### config.mk
export PLATFORM = sky130hd
export DESIGN_NAME = out_dma_engine
export DESIGN_NICKNAME = d
export VERILOG_FILES = /design/src/rtl/snn_soc_pkg.sv /design/src/rtl/out_dma_engine.sv
export SDC_FILE = /design/constraint.sdc
export NUM_CORES = 1
export LEC_CHECK = 0
export CORE_MARGIN = 5
export CORE_UTILIZATION = 40
export CTS_BUF_LIST = sky130_fd_sc_hd__clkbuf_2
export CTS_CLUSTER_DIAMETER = 120
export DETAILED_ROUTE_END_ITERATION = 10
export GPL_TIMING_DRIVEN = 0
export RECOVER_POWER = 25
export SYNTH_ARGS = -nofsm -noshare
export SYNTH_HDL_FRONTEND = slang
export SYNTH_SLANG_ARGS = --single-unit
### constraint.sdc
create_clock -name clk -period 8.6 [get_ports clk]
set_clock_uncertainty 0.1 [all_clocks]
set_input_delay 2.58 -clock clk [delete_from_list [all_inputs] [get_ports clk]]
set_output_delay 2.58 -clock clk [all_outputs]
set_load 0.05 [all_outputs]
### src/rtl/snn_soc_pkg.sv
// Shared SoC constants: data_sram window, out-DMA register offsets and FSM states.
// Pure declarations, no logic.
// Imported by the out DMA engine and its bench.
package snn_soc_pkg;

  // data_sram window in the SoC physical address map
  localparam logic [31:0] ADDR_DATA_BASE = 32'h0001_0000;
  localparam logic [31:0] ADDR_DATA_END  = 32'h0001_3FFF;

  // out-DMA register offsets (byte offsets, only [7:0] decoded)
  localparam logic [7:0] OUT_DMA_REG_DST  = 8'h00;
  localparam logic [7:0] OUT_DMA_REG_LEN  = 8'h04;
  localparam logic [7:0] OUT_DMA_REG_CTRL = 8'h08;
  localparam logic [7:0] OUT_DMA_REG_CNT  = 8'h0C;

  typedef enum logic [1:0] {
    IDLE = 2'd0,
    WAIT = 2'd1,
    WR0  = 2'd2,
    WR1  = 2'd3
  } out_dma_state_t;

  // Byte-enable merge for partially written 32-bit registers
  function automatic logic [31:0] apply_wstrb(input logic [31:0] old_val,
                                              input logic [31:0] new_val,
                                              input logic [3:0]  be);
    logic [31:0] res;
    for (int i = 0; i < 4; i++) begin
      res[i*8 +: 8] = be[i] ? new_val[i*8 +: 8] : old_val[i*8 +: 8];
    end
    return res;
  endfunction

endpackage

### src/rtl/out_dma_engine.sv
// Write-back DMA: pops 64-bit output-FIFO entries, writes them as two 32-bit words to data_sram.
// Latency: START to first write 2 cycles with a non-empty FIFO; 3 cycles per entry.
// Backpressure: waits in WAIT while the FIFO is empty; OUT_DMA_TIMEOUT_EN bounds that wait.
module out_dma_engine
  import snn_soc_pkg::*;
#(
  parameter int ENTRY_W        = 64,
  parameter int TIMEOUT_CYCLES = 1024
) (
  input  logic               clk,
  input  logic               rst_n,
  input  logic               req_valid,
  input  logic               req_write,
  input  logic [31:0]        req_addr,
  input  logic [31:0]        req_wdata,
  input  logic [3:0]         req_wstrb,
  output logic [31:0]        rdata,
  output logic               out_fifo_pop,
  input  logic [ENTRY_W-1:0] out_fifo_rdata,
  input  logic               out_fifo_empty,
  output logic               dma_wr_en,
  output logic [31:0]        dma_wr_addr,
  output logic [31:0]        dma_wr_data,
  output logic [3:0]         dma_wr_be
);

  // An entry is always exactly two data_sram words
  if (ENTRY_W != 64) begin : g_entry_w_check
    $error("out_dma_engine: ENTRY_W must be 64");
  end
  if (TIMEOUT_CYCLES < 1) begin : g_timeout_check
    $error("out_dma_engine: TIMEOUT_CYCLES must be at least 1");
  end

  out_dma_state_t     state;
  logic [31:0]        dst_reg;
  logic [31:0]        len_reg;
  logic [31:0]        ptr;
  logic [31:0]        rem;
  logic [31:0]        words_done;
  logic               done_bit;
  logic               err_bit;
  logic [ENTRY_W-1:0] entry_reg;

  logic [7:0] reg_off;
  logic       acc_wr;
  logic       wr_dst;
  logic       wr_len;
  logic       wr_ctrl;
  logic       start_req;
  logic       clr_done;
  logic       clr_err;
  logic       busy;
  logic       chk_ok;
  logic       chk_err;
  logic       start_go;
  logic       start_bad;
  logic       done_set;
  logic       err_set;
  logic       timeout_hit;
  logic [34:0] end_ext;
  logic       unused_addr_hi;

  assign unused_addr_hi = ^req_addr[31:8];

  assign reg_off   = req_addr[7:0];
  assign acc_wr    = req_valid & req_write;
  assign wr_dst    = acc_wr & (reg_off == OUT_DMA_REG_DST);
  assign wr_len    = acc_wr & (reg_off == OUT_DMA_REG_LEN);
  assign wr_ctrl   = acc_wr & (reg_off == OUT_DMA_REG_CTRL);
  assign start_req = wr_ctrl & req_wdata[0];
  assign clr_done  = wr_ctrl & req_wdata[1];
  assign clr_err   = wr_ctrl & req_wdata[2];
  assign busy      = (state != IDLE);

  // Last byte of the requested range, widened so a 32-bit wrap shows up in the top bits
  assign end_ext = {3'b000, dst_reg} + {1'b0, len_reg, 2'b00} - 35'd1;

  // START screening: first failing rule decides; LEN==0 completes without error
  always_comb begin
    chk_ok  = 1'b0;
    chk_err = 1'b0;
    if (len_reg[0]) begin
      chk_err = 1'b1;
    end else if (len_reg == 32'd0) begin
      chk_err = 1'b0;
    end else if (dst_reg[1:0] != 2'b00) begin
      chk_err = 1'b1;
    end else if ((dst_reg < ADDR_DATA_BASE) || (end_ext[34:32] != 3'd0) ||
                 (end_ext[31:0] > ADDR_DATA_END)) begin
      chk_err = 1'b1;
    end else begin
      chk_ok = 1'b1;
    end
  end

  assign start_go  = start_req & ~busy & chk_ok;
  assign start_bad = start_req & ~busy & ~chk_ok;
  assign done_set  = start_bad | ((state == WR1) && (rem == 32'd2)) | timeout_hit;
  assign err_set   = (start_bad & chk_err) | timeout_hit;

`ifdef OUT_DMA_TIMEOUT_EN
  logic [31:0] wait_cnt;
  logic [31:0] wait_cnt_inc;

  assign wait_cnt_inc = wait_cnt + 32'd1;
  assign timeout_hit  = (state == WAIT) && out_fifo_empty &&
                        (wait_cnt_inc == 32'(TIMEOUT_CYCLES));

  // Idle-wait counter: runs only in WAIT, restarts on each pop and on START
  always_ff @(posedge clk or negedge rst_n) begin
    if (!rst_n) begin
      wait_cnt <= 32'd0;
    end else if (start_go || out_fifo_pop) begin
      wait_cnt <= 32'd0;
    end else if (state == WAIT) begin
      wait_cnt <= wait_cnt_inc;
    end
  end
`else
  assign timeout_hit = 1'b0;
`endif

  // Programming registers; writes land even while a run is active (run uses its own copies)
  always_ff @(posedge clk or negedge rst_n) begin
    if (!rst_n) begin
      dst_reg <= 32'd0;
      len_reg <= 32'd0;
    end else begin
      if (wr_dst) dst_reg <= apply_wstrb(dst_reg, req_wdata, req_wstrb);
      if (wr_len) len_reg <= apply_wstrb(len_reg, req_wdata, req_wstrb);
    end
  end

  // Sticky status: a hardware set in the same cycle as a W1C wins
  always_ff @(posedge clk or negedge rst_n) begin
    if (!rst_n) begin
      done_bit <= 1'b0;
      err_bit  <= 1'b0;
    end else if (start_go) begin
      done_bit <= 1'b0;
      err_bit  <= 1'b0;
    end else begin
      done_bit <= (done_bit & ~clr_done) | done_set;
      err_bit  <= (err_bit & ~clr_err) | err_set;
    end
  end

  // Word counter: cleared by an accepted START, bumped on every data_sram write
  always_ff @(posedge clk or negedge rst_n) begin
    if (!rst_n) begin
      words_done <= 32'd0;
    end else if (start_go) begin
      words_done <= 32'd0;
    end else if (dma_wr_en) begin
      words_done <= words_done + 32'd1;
    end
  end

  // Transfer FSM with its working pointer, remaining count and entry holding register
  always_ff @(posedge clk or negedge rst_n) begin
    if (!rst_n) begin
      state     <= IDLE;
      ptr       <= 32'd0;
      rem       <= 32'd0;
      entry_reg <= '0;
    end else begin
      case (state)
        IDLE: begin
          if (start_go) begin
            ptr   <= dst_reg - ADDR_DATA_BASE;
            rem   <= len_reg;
            state <= WAIT;
          end
        end
        WAIT: begin
          if (!out_fifo_empty) begin
            entry_reg <= out_fifo_rdata;
            state     <= WR0;
          end else if (timeout_hit) begin
            state <= IDLE;
          end
        end
        WR0: begin
          ptr   <= ptr + 32'd4;
          state <= WR1;
        end
        WR1: begin
          ptr   <= ptr + 32'd4;
          rem   <= rem - 32'd2;
          state <= (rem == 32'd2) ? IDLE : WAIT;
        end
        default: state <= IDLE;
      endcase
    end
  end

  assign out_fifo_pop = (state == WAIT) && !out_fifo_empty;
  assign dma_wr_en    = (state == WR0) || (state == WR1);
  assign dma_wr_addr  = dma_wr_en ? ptr : 32'd0;
  assign dma_wr_be    = {4{dma_wr_en}};

  // Low word first, then high word of the latched entry
  always_comb begin
    dma_wr_data = 32'd0;
    if (state == WR0) dma_wr_data = entry_reg[31:0];
    if (state == WR1) dma_wr_data = entry_reg[63:32];
  end

  // Combinational register readback
  always_comb begin
    rdata = 32'd0;
    case (reg_off)
      OUT_DMA_REG_DST:  rdata = dst_reg;
      OUT_DMA_REG_LEN:  rdata = len_reg;
      OUT_DMA_REG_CTRL: rdata = {28'd0, busy, err_bit, done_bit, 1'b0};
      OUT_DMA_REG_CNT:  rdata = words_done;
      default:          rdata = 32'd0;
    endcase
  end

endmodule

### Yosys cells after proc, flatten, opt, wreduce, memory -nomap -nowiden

Cells that the tools add are included.

| word-level totals | value |
|---|---|
| bits in registers | 228 |
| logic and storage cells | 105 |
| input bits | 137 |

| operators by class | value |
|---|---|
| $add $sub $neg | 6 |
| reductions and logical operators | 28 |
| magnitude comparators | 2 |
| multiplexer cells | 24 |
| bitwise operators | 21 |
| equality and inequality tests | 9 |

Operator list:

| operator | number |
|---|---|
| $mux 32 | 7 |
| $pmux 32 s2 | 2 |
| $pmux 32 s4 | 1 |
| $add 32x34->35 | 1 |
| $sub 35x1->35 const B | 1 |
| $add 32x1->32 const B | 1 |
| $add 32x3->32 const B | 1 |
| $eq 32x2->1 const B | 1 |
| $gt 32x17->1 const B | 1 |
| $logic_not 32->1 | 1 |
| $lt 32x17->1 const B | 1 |
| $sub 32x17->32 const B | 1 |
| $sub 32x2->32 const B | 1 |
| $reduce_and 2->1 | 12 |
| $eq 8x4->1 const B | 2 |
| $and 1x1->1 | 13 |
| $mux 1 | 11 |
| $reduce_bool 2->1 | 5 |
| $eq 8x3->1 const B | 1 |
| $logic_not 8->1 | 1 |
| $pmux 2 s4 | 1 |
| $not 1->1 | 5 |
| $eq 2x2->1 const B | 2 |
| $mux 2 | 2 |
| other kinds (9) | 15 |

### Longest topological paths before layout

Gate-level depths: netlist of the first run.

| logic depth | value |
|---|---|
| word-level depth | 14 |
| depth in mapped cells | 20 |
| mapped depth without buffers | 15 |

### Worst setup path after synthesis of the first run

No wires, ideal clock.

| path | value |
|---|---|
| kind | input -> output |
| start | input port req_addr[2] |
| end | output port rdata[3] |
| stages on the path | 4 |
| buffers on the path | 2 |
| slack | 1.247 ns |
| data arrival time | 4.673 ns |
| required time | 5.920 ns |
| cell sequence | buf_1 buf_1 a211oi_1 a211oi_1 |

| on the way | value |
|---|---|
| word-level cells in the longest chain between the ends | 2 |
| elaborated cells between the ends (all ways) | 5 |
| those cells by class | 3 x eq/ne; 1 x mux; 1 x reduce/logical |

Ends and longest elaborated chain:

| item | RTL line | RTL |
|---|---|---|
| start: declaration | out_dma_engine.sv:14 | `input logic [31:0] req_addr,` |
| $eq 8x4->1, or another cell as far along | out_dma_engine.sv:213 | `case (reg_off)` |
| $pmux 32 s4 * | out_dma_engine.sv:213 |  |
| end: declaration | out_dma_engine.sv:17 | `output logic [31:0] rdata,` |

Mark *: on every way between the ends. The rest lies on a longest branch, timed or not.

### Worst setup path in the final report of the first run

Ends and elaborated chain as after synthesis.

==> flow_metrics.env, run 1 <==
export IMPL_status="finished with violations"
export IMPL_violations="max-capacitance violations, max-slew violations"
export IMPL_dieWidth_um=206
export IMPL_whs_ns=0.382
export IMPL_setup_viol=0
export IMPL_finalCriticalPeriod_ns=8.43
export IMPL_drtAntennaViolNets=0
export IMPL_slew_violations=154
export IMPL_cp_max_fo=10
export IMPL_clkTransAtPathRegs_ns=0.09
export IMPL_cp_num_buf_inv=4
export IMPL_cap_violations=2
export IMPL_drive_above_1_share=0.135
export IMPL_hold_path_class="reg2reg"
export IMPL_slew_limit_headroom=-1.02
export IMPL_grt_pass1_vias=14700
export IMPL_yosys_warnings=0
export IMPL_vdd_ir_drop_max_mv=0.0796
export IMPL_fmax_mhz=119
export IMPL_root_buffer="clkbuf_2"
export IMPL_wl_met1_mm=25.6
export IMPL_grt_max_degree=117
export IMPL_drcViolationCount=0
export IMPL_initial_core_util=0.402
export IMPL_ys_seq_area_frac=0.370
export IMPL_largest_register_ffs=64
export IMPL_insertion_delay_ns=0.87
export IMPL_cp_cell_sequence="clkdlybuf4s50_1 > clkbuf_2 > buf_1 > a211oi_1 > a211oi_1 > clkdlybuf4s50_1"
export IMPL_ys_seq_elements=228
export IMPL_leakagePower_nw=8.43
export IMPL_cts_sinks=228
export IMPL_nNetsFinal=2253
export IMPL_ys_flop_type="dfrtp_1"
export IMPL_routed_wl_mm=58.0
export IMPL_rows=72
export IMPL_place_congestion=0.945
export IMPL_critPathTopFamily="buffers and inverters"
export IMPL_crit_type="in2out"
export IMPL_slowest_delay_ns=0.92
export IMPL_synthesis_nets=1969
export IMPL_io_pins=239
export IMPL_syn2layout_area_growth_pct=22.2
export IMPL_grtUsageTotal=0.265
export IMPL_critical_path_required_ns=5.92
export IMPL_h_tree_depth=3
export IMPL_finalHoldViolations=0
export IMPL_dr_wl_met3_mm=5.82
export IMPL_top_layer="met4"
export IMPL_cts_setup_buffers=0
export IMPL_antenna_found_initial=2
export IMPL_syn_area_um2=15400
export IMPL_grt_pass1_wl_mm=87.1
export IMPL_ys_async_sr_fraction=1.00
export IMPL_clockBufferDepth=3
export IMPL_crit_path_end_kind="output pin"
export IMPL_avgRoutedWirePerCell_um=22.2
export IMPL_die_h_um=206
export IMPL_power_density_nw_per_um2=124
export IMPL_ys_types=78
export IMPL_core_area_um2=38400
export IMPL_tightestPinTransition_ns=3.03
export IMPL_numPortBuffers=214
export IMPL_vias=15100
export IMPL_vias_per_cell=5.78
export IMPL_crit_path_start_kind="input pin"
export IMPL_arrival_ns=5.75
export IMPL_cts_made_buffers=66
export IMPL_dr_pass1_iters=6
export IMPL_rsz0062_at_grt="no"
export IMPL_dp_hpwl_mm=44.5
export IMPL_syn_inst=1759
export IMPL_drt_iter0_markers=1331
export IMPL_cts_hold_buffers_added=0
export IMPL_cts_tree="yes"
export IMPL_die_area_um2=42600
export IMPL_timing_final_crit_share=0.980
export IMPL_syn_avg_cell_area_um2=8.78
export IMPL_fin_util=0.491
export IMPL_grt_remaining_overflow=0
export IMPL_crit_slowest_cell="clkdlybuf4s50_1"
export IMPL_synth_edf_count=0
export IMPL_met2_length_mm=25.1
what timing repair did:
| item | in CTS | in global routing |
|---|---|---|
| endpoints found under the hold margin | 0 | 0 |
| gates resized for setup | 0 | 4 |
| setup endpoints to repair | 0 | 21 |
worst paths after layout:
path / to / depth (start not counted) / from / slack, ns
min in group asynchronous: ptr[22]$_DFFE_PN0P_ / 1 / rst_n / 2.19
worst max-delay path: rdata[3] / 6 / req_addr[2] / 0.17
worst max register to register: rem[17]$_DFFE_PN0P_ / 18 / dst_reg[17]$_DFFE_PN0P_ / 2.62
max in group asynchronous: err_bit$_DFF_PN0_ / 2 / rst_n / 2.33
worst min register to register: ptr[1]$_DFFE_PN0P_ / 1 / ptr[1]$_DFFE_PN0P_ / 0.38
worst min-delay path: ptr[1]$_DFFE_PN0P_ / 1 / ptr[1]$_DFFE_PN0P_ / 0.38
where the power goes:
group	switching, mW	internal, mW	leakage, nW
sequential	0.00857	1.08	2.87
clock	0.495	0.336	0.450
combinational	0.254	0.175	5.12
total	0.757	1.59	8.43
layout by cell type (no fill, tap or decap), types with 15 or more instances in the layout:
cell,instances
xnor2_1,25
clkbuf_2,102
and3_1,22
o211ai_1,21
clkdlybuf4s50_1,213
and2_1,41
inv_1,147
nor2_1,174
a22o_1,33
dfrtp_1,228
mux2i_1,51
nand2_1,134
xor2_1,22
ha_1,72
nand4_1,35
a211oi_1,15
nand3_1,49
mux2_2,129
nor3_1,41
o21ai_0,80
nor4_1,25
clkbuf_1,68
a21oi_1,136
cells by family (layout without fill, tap and decap cells):
logic type / after synthesis / count (layout) / share of synthesized area
AND/OR/NAND/NOR: 585 / 585 / 0.185
other: 0 / 2 / 0
adder cells (fa/ha/maj): 73 / 73 / 0.0597
XOR/XNOR: 47 / 47 / 0.0267
multiplexers: 182 / 182 / 0.130
AO/OA/AOI/OAI: 397 / 397 / 0.166
buffers and inverters: 247 / 577 / 0.0635
flip-flops: 228 / 228 / 0.370
cell usage after synthesis, types with 13 or more instances:
cell type	count	share of area
inv_1	147	0.036
and3_1	22	0.0089
nor2_1	174	0.042
ha_1	72	0.058
a22o_1	33	0.019
nand4_1	35	0.014
nand3_1	49	0.016
a21oi_1	136	0.044
buf_2	13	0.0042
clkbuf_1	68	0.017
nor3_1	41	0.013
dfrtp_1	228	0.37
o21ai_0	80	0.026
a211oi_1	15	0.0073
mux2i_1	51	0.033
and2_1	41	0.017
nor4_1	26	0.011
mux2_2	129	0.094
nand2_1	134	0.033
o211ai_1	21	0.010
xnor2_1	25	0.014
xor2_1	22	0.012
stage by stage:
step | area [µm²] | power (mW) | setup WS, ns | TNS, ns | cells
4_1_cts | 18900 | 2.36 | 0.0425 | 0 | 2607
2_1_floorplan | 15400 | 1.35 | 1.25 | 0 | 1759
5_1_grt | 18900 | 2.46 | 0.111 | 0 | 2609
3_5_place_dp | 18300 | 1.53 | 0.0524 | 0 | 2493
6_report | 18900 | 2.34 | 0.171 | 0 | 2609
3_3_place_gp | 18200 | 1.52 | -5.29 | -1196.84 | 2491
routing by layer:
layer	up-vias	track usage
met5	-	0
met4	0	0.0787
met3	106	0.0714
met2	768	0.399
met1	7318	0.375
li1	6877	-
final cells by class:
type | instances | area (µm²)
Timing Repair Buffer | 216 | 2170
Tap cell | 518 | 648
Fill cell | 3849 | 19500
Sequential cell | 228 | 5710
Inverter | 147 | 552
Antenna cell | 2 | 5.00
Clock inverter | 15 | 100
Clock buffer | 99 | 495
Buffer | 100 | 432
Multi-Input combinational cell | 1284 | 8760
worst reg2reg max path, cell delays in order (launching register included):
cell and delay (ns):
dfrtp_1 0.48, inv_1 0.10, ha_1 0.28, inv_1 0.04, ha_1 0.34, clkbuf_1 0.35, nand4_1 0.20, nor3_1 0.47
o2111ai_1 0.30, a2111oi_0 0.66, nor3_1 0.15, xnor2_1 0.17, nand4bb_1 0.27, or4_1 0.62, buf_2 0.20, nand2_1 0.43
buf_2 0.38, mux2i_1 0.22, o211ai_1 0.10
(Power assumes the default switching activity.)
==> run 2: changes to the inputs <==
Settings changed: ABC_AREA set to 1.
==> run 2 against run 1 <==
Synthesized area grew 2.6%. The flow still finishes with violations (max-capacitance violations, max-slew violations). Worst setup slack worse by 0.090 ns. Sequential cell count is the same. Critical path type unchanged. Critical endpoint is now rdata[30]. Largest cell class unchanged.
==> flow_metrics.env, run 2 <==
export IMPL_antenna_found_initial=1
export IMPL_seq_area_um2=5710
export IMPL_crit_slowest_cell="clkdlybuf4s50_1"
export IMPL_grtUsageTotal=0.268
export IMPL_insertion_delay_ns=0.94
export IMPL_finalHoldViolations=0
export IMPL_power_density_nw_per_um2=124
export IMPL_ys_async_sr_fraction=1.00
export IMPL_ys_seq_elements=228
export IMPL_power_total_mw=2.39
export IMPL_place_inst=3167
export IMPL_arrival_ns=5.84
export IMPL_root_buffer="clkbuf_2"
export IMPL_ys_seq_area_frac=0.360
export IMPL_cap_violations=1
export IMPL_synthesis_nets=2636
export IMPL_cp_num_buf_inv=6
export IMPL_routed_wl_mm=59.8
export IMPL_finalInstanceArea_um2=19300
export IMPL_cts_tree="yes"
export IMPL_min_to="ptr[0]$_DFFE_PN0P_"
export IMPL_dieWidth_um=209
export IMPL_grt_pass1_wl_mm=92.5
export IMPL_cp_cell_sequence="clkdlybuf4s50_1 > inv_1 > nor4_4 > inv_1 > clkbuf_1 > clkbuf_1 > o221ai_1 > clkdlybuf4s50_1"
export IMPL_syn2layout_area_growth_pct=21.8
export IMPL_dr_pass1_iters=6
export IMPL_drive_above_1_share=0.0559
export IMPL_crit_path_end_kind="output pin"
export IMPL_initial_core_util=0.402
export IMPL_io_pins=239
export IMPL_die_area_um2=43700
export IMPL_timing_final_crit_share=0.991
export IMPL_worstHoldStart="ptr[0]$_DFFE_PN0P_"
export IMPL_vias=17000
export IMPL_mostFrequentLayoutCell="nand2_1"
export IMPL_yosys_warnings=0
export IMPL_grt_max_degree=116
export IMPL_setup_viol=0
export IMPL_h_tree_depth=3
export IMPL_fmax_mhz=117
export IMPL_holdPathStages=2
export IMPL_grt_pass1_vias=16300
export IMPL_critPathTopFamily="buffers and inverters"
export IMPL_critical_path_required_ns=5.92
export IMPL_die_h_um=209
export IMPL_syn_avg_cell_area_um2=6.53
export IMPL_violations="max-capacitance violations, max-slew violations"
export IMPL_r2r_start="len_reg[17]$_DFFE_PN0P_"
export IMPL_hold_path_class="reg2reg"
export IMPL_vdd_ir_drop_max_mv=0.0724
export IMPL_rows=73
export IMPL_fillerInstances=4207
export IMPL_synth_commonest_cells="813 x nand2_1, 449 x inv_1, 228 x dfrtp_1, 188 x nor2_1, 182 x o21ai_0"
export IMPL_multi_input_area_um2=8100
export IMPL_fin_util=0.489
export IMPL_cp_max_fo=10
export IMPL_reg2reg_to="ptr[30]$_DFFE_PN0P_"
export IMPL_dp_hpwl_mm=47.5
export IMPL_status="finished with violations"
export IMPL_drtAntennaViolNets=0
export IMPL_clockBufferDepth=3
export IMPL_stdcell_count=3281
export IMPL_r2r_slack_ns=4.49
export IMPL_synth_top_cell_area_share=0.360
export IMPL_syn_inst=2426
export IMPL_slew_violations=113
export IMPL_crit_type="in2out"
export IMPL_synth_area_leaders="dfrtp_1 36%, nand2_1 19%, inv_1 11%"
export IMPL_ys_flop_type="dfrtp_1"
export IMPL_avgRoutedWirePerCell_um=18.2
export IMPL_cts_sinks=228
export IMPL_slowest_delay_ns=0.90
export IMPL_tightestPinTransition_ns=5.66
export IMPL_setup_tns_ns=0
export IMPL_finalCriticalPeriod_ns=8.52
export IMPL_leakagePower_nw=10.1
export IMPL_ff2ff_path_depth=20
export IMPL_syn_area_um2=15800
export IMPL_nNetsFinal=2923
export IMPL_drcViolationCount=0
export IMPL_ys_types=48
export IMPL_cts_hold_buffers_added=0
export IMPL_synth_most_common_cell="nand2_1"
export IMPL_core_area_um2=39500
export IMPL_grt_remaining_overflow=0
export IMPL_slew_limit_headroom=-2.78
export IMPL_crit_path_start_kind="input pin"
export IMPL_drt_iter0_markers=1584
export IMPL_place_area_um2=18700
export IMPL_synth_largest_area_cell="dfrtp_1"
export IMPL_vias_per_cell=5.19
export IMPL_place_congestion=0.979
export IMPL_cts_made_buffers=66
export IMPL_mostFrequentLayoutCells="813 x nand2_1, 449 x inv_1, 228 x dfrtp_1"
export IMPL_clkTransAtPathRegs_ns=0.08
export IMPL_largest_register_ffs=64
export IMPL_synth_edf_count=0
export IMPL_numPortBuffers=214
export IMPL_rsz0062_at_grt="no"
[run 2: cell families after synthesis]
family | count (synthesis) | synth area share
and+or+nand+nor | 1242 | 0.322
buffers and inverters | 536 | 0.131
AOI/OAI and AO/OA | 320 | 0.114
adders and majority gates | 73 | 0.0581
xor gates and xnor gates | 26 | 0.0144
DFF | 228 | 0.360
muxes | 1 | 0.000632
[run 2: worst max-delay path by stage]
stage	startpoint	to	slack, ns	depth (start not counted)
floorplan	req_addr[1]	rdata[0]	1.34	7
global route	req_addr[7]	rdata[22]	0.02	9
CTS	req_addr[3]	rdata[19]	0.13	7
detailed placement	req_addr[2]	rdata[19]	-0.40	8
finish	req_addr[2]	rdata[30]	0.08	8
global placement	rst_n	rem[29]$_DFFE_PN0P_	-5.41	1
[run 2: cell type report]
cell class | count | share of cell area
Multi-Input combinational cell | 1662 | 0.419
Sequential cell | 228 | 0.296
Timing Repair Buffer | 219 | 0.114
Inverter | 460 | 0.0895
Tap cell | 525 | 0.0340
Clock buffer | 95 | 0.0246
Buffer | 76 | 0.0180
Clock inverter | 15 | 0.00506
Antenna cell | 1 | 0.000130
[run 2: metrics by stage]
step / worst slack [ns] / hold slack (ns)
floorplan: 1.34 / 0.336
global placement: -5.41 / 0.352
detailed placement: -0.404 / 0.358
CTS: 0.133 / 0.381
global route: 0.0228 / 0.396
finish: 0.0810 / 0.372
[run 2: metal layers]
metal	routed length, µm	global-route usage
met4	2140	0.0945
met3	4660	0.0601
met1	27000	0.380
met2	26100	0.405
met5	0	0
[run 2: worst register-to-register path, cell delays in order, from the launching register on]
cell and delay (ns):
dfrtp_1 0.38, inv_1 0.14, ha_1 0.31, inv_1 0.04
ha_1 0.44, nand2_1 0.17, nor2_1 0.18, inv_2 0.08
nor3_1 0.33, and2_1 0.19, nand2_1 0.07, nand3_1 0.10
nand2_1 0.06, nor2_1 0.10, nand3_1 0.12, nor2_4 0.24
nand3_4 0.18, nand2_2 0.23, clkbuf_2 0.36, nand2_1 0.08
o21ai_1 0.09
[run 2: report_power, final]
| part | total (mW) | switching (mW) | internal (mW) | leakage [nW] |
|---|---|---|---|---|
| Clock | 0.827 | 0.501 | 0.325 | 0.442 |
| Combinational | 0.457 | 0.287 | 0.169 | 6.53 |
| Sequential | 1.11 | 0.0143 | 1.09 | 3.09 |
| Total | 2.39 | 0.803 | 1.59 | 10.1 |
[run 2: what timing repair did]
item,CTS,global route
setup buffers,0,3
endpoints found under the setup margin,29,27
resized for setup,3,1
pin swaps,0,1
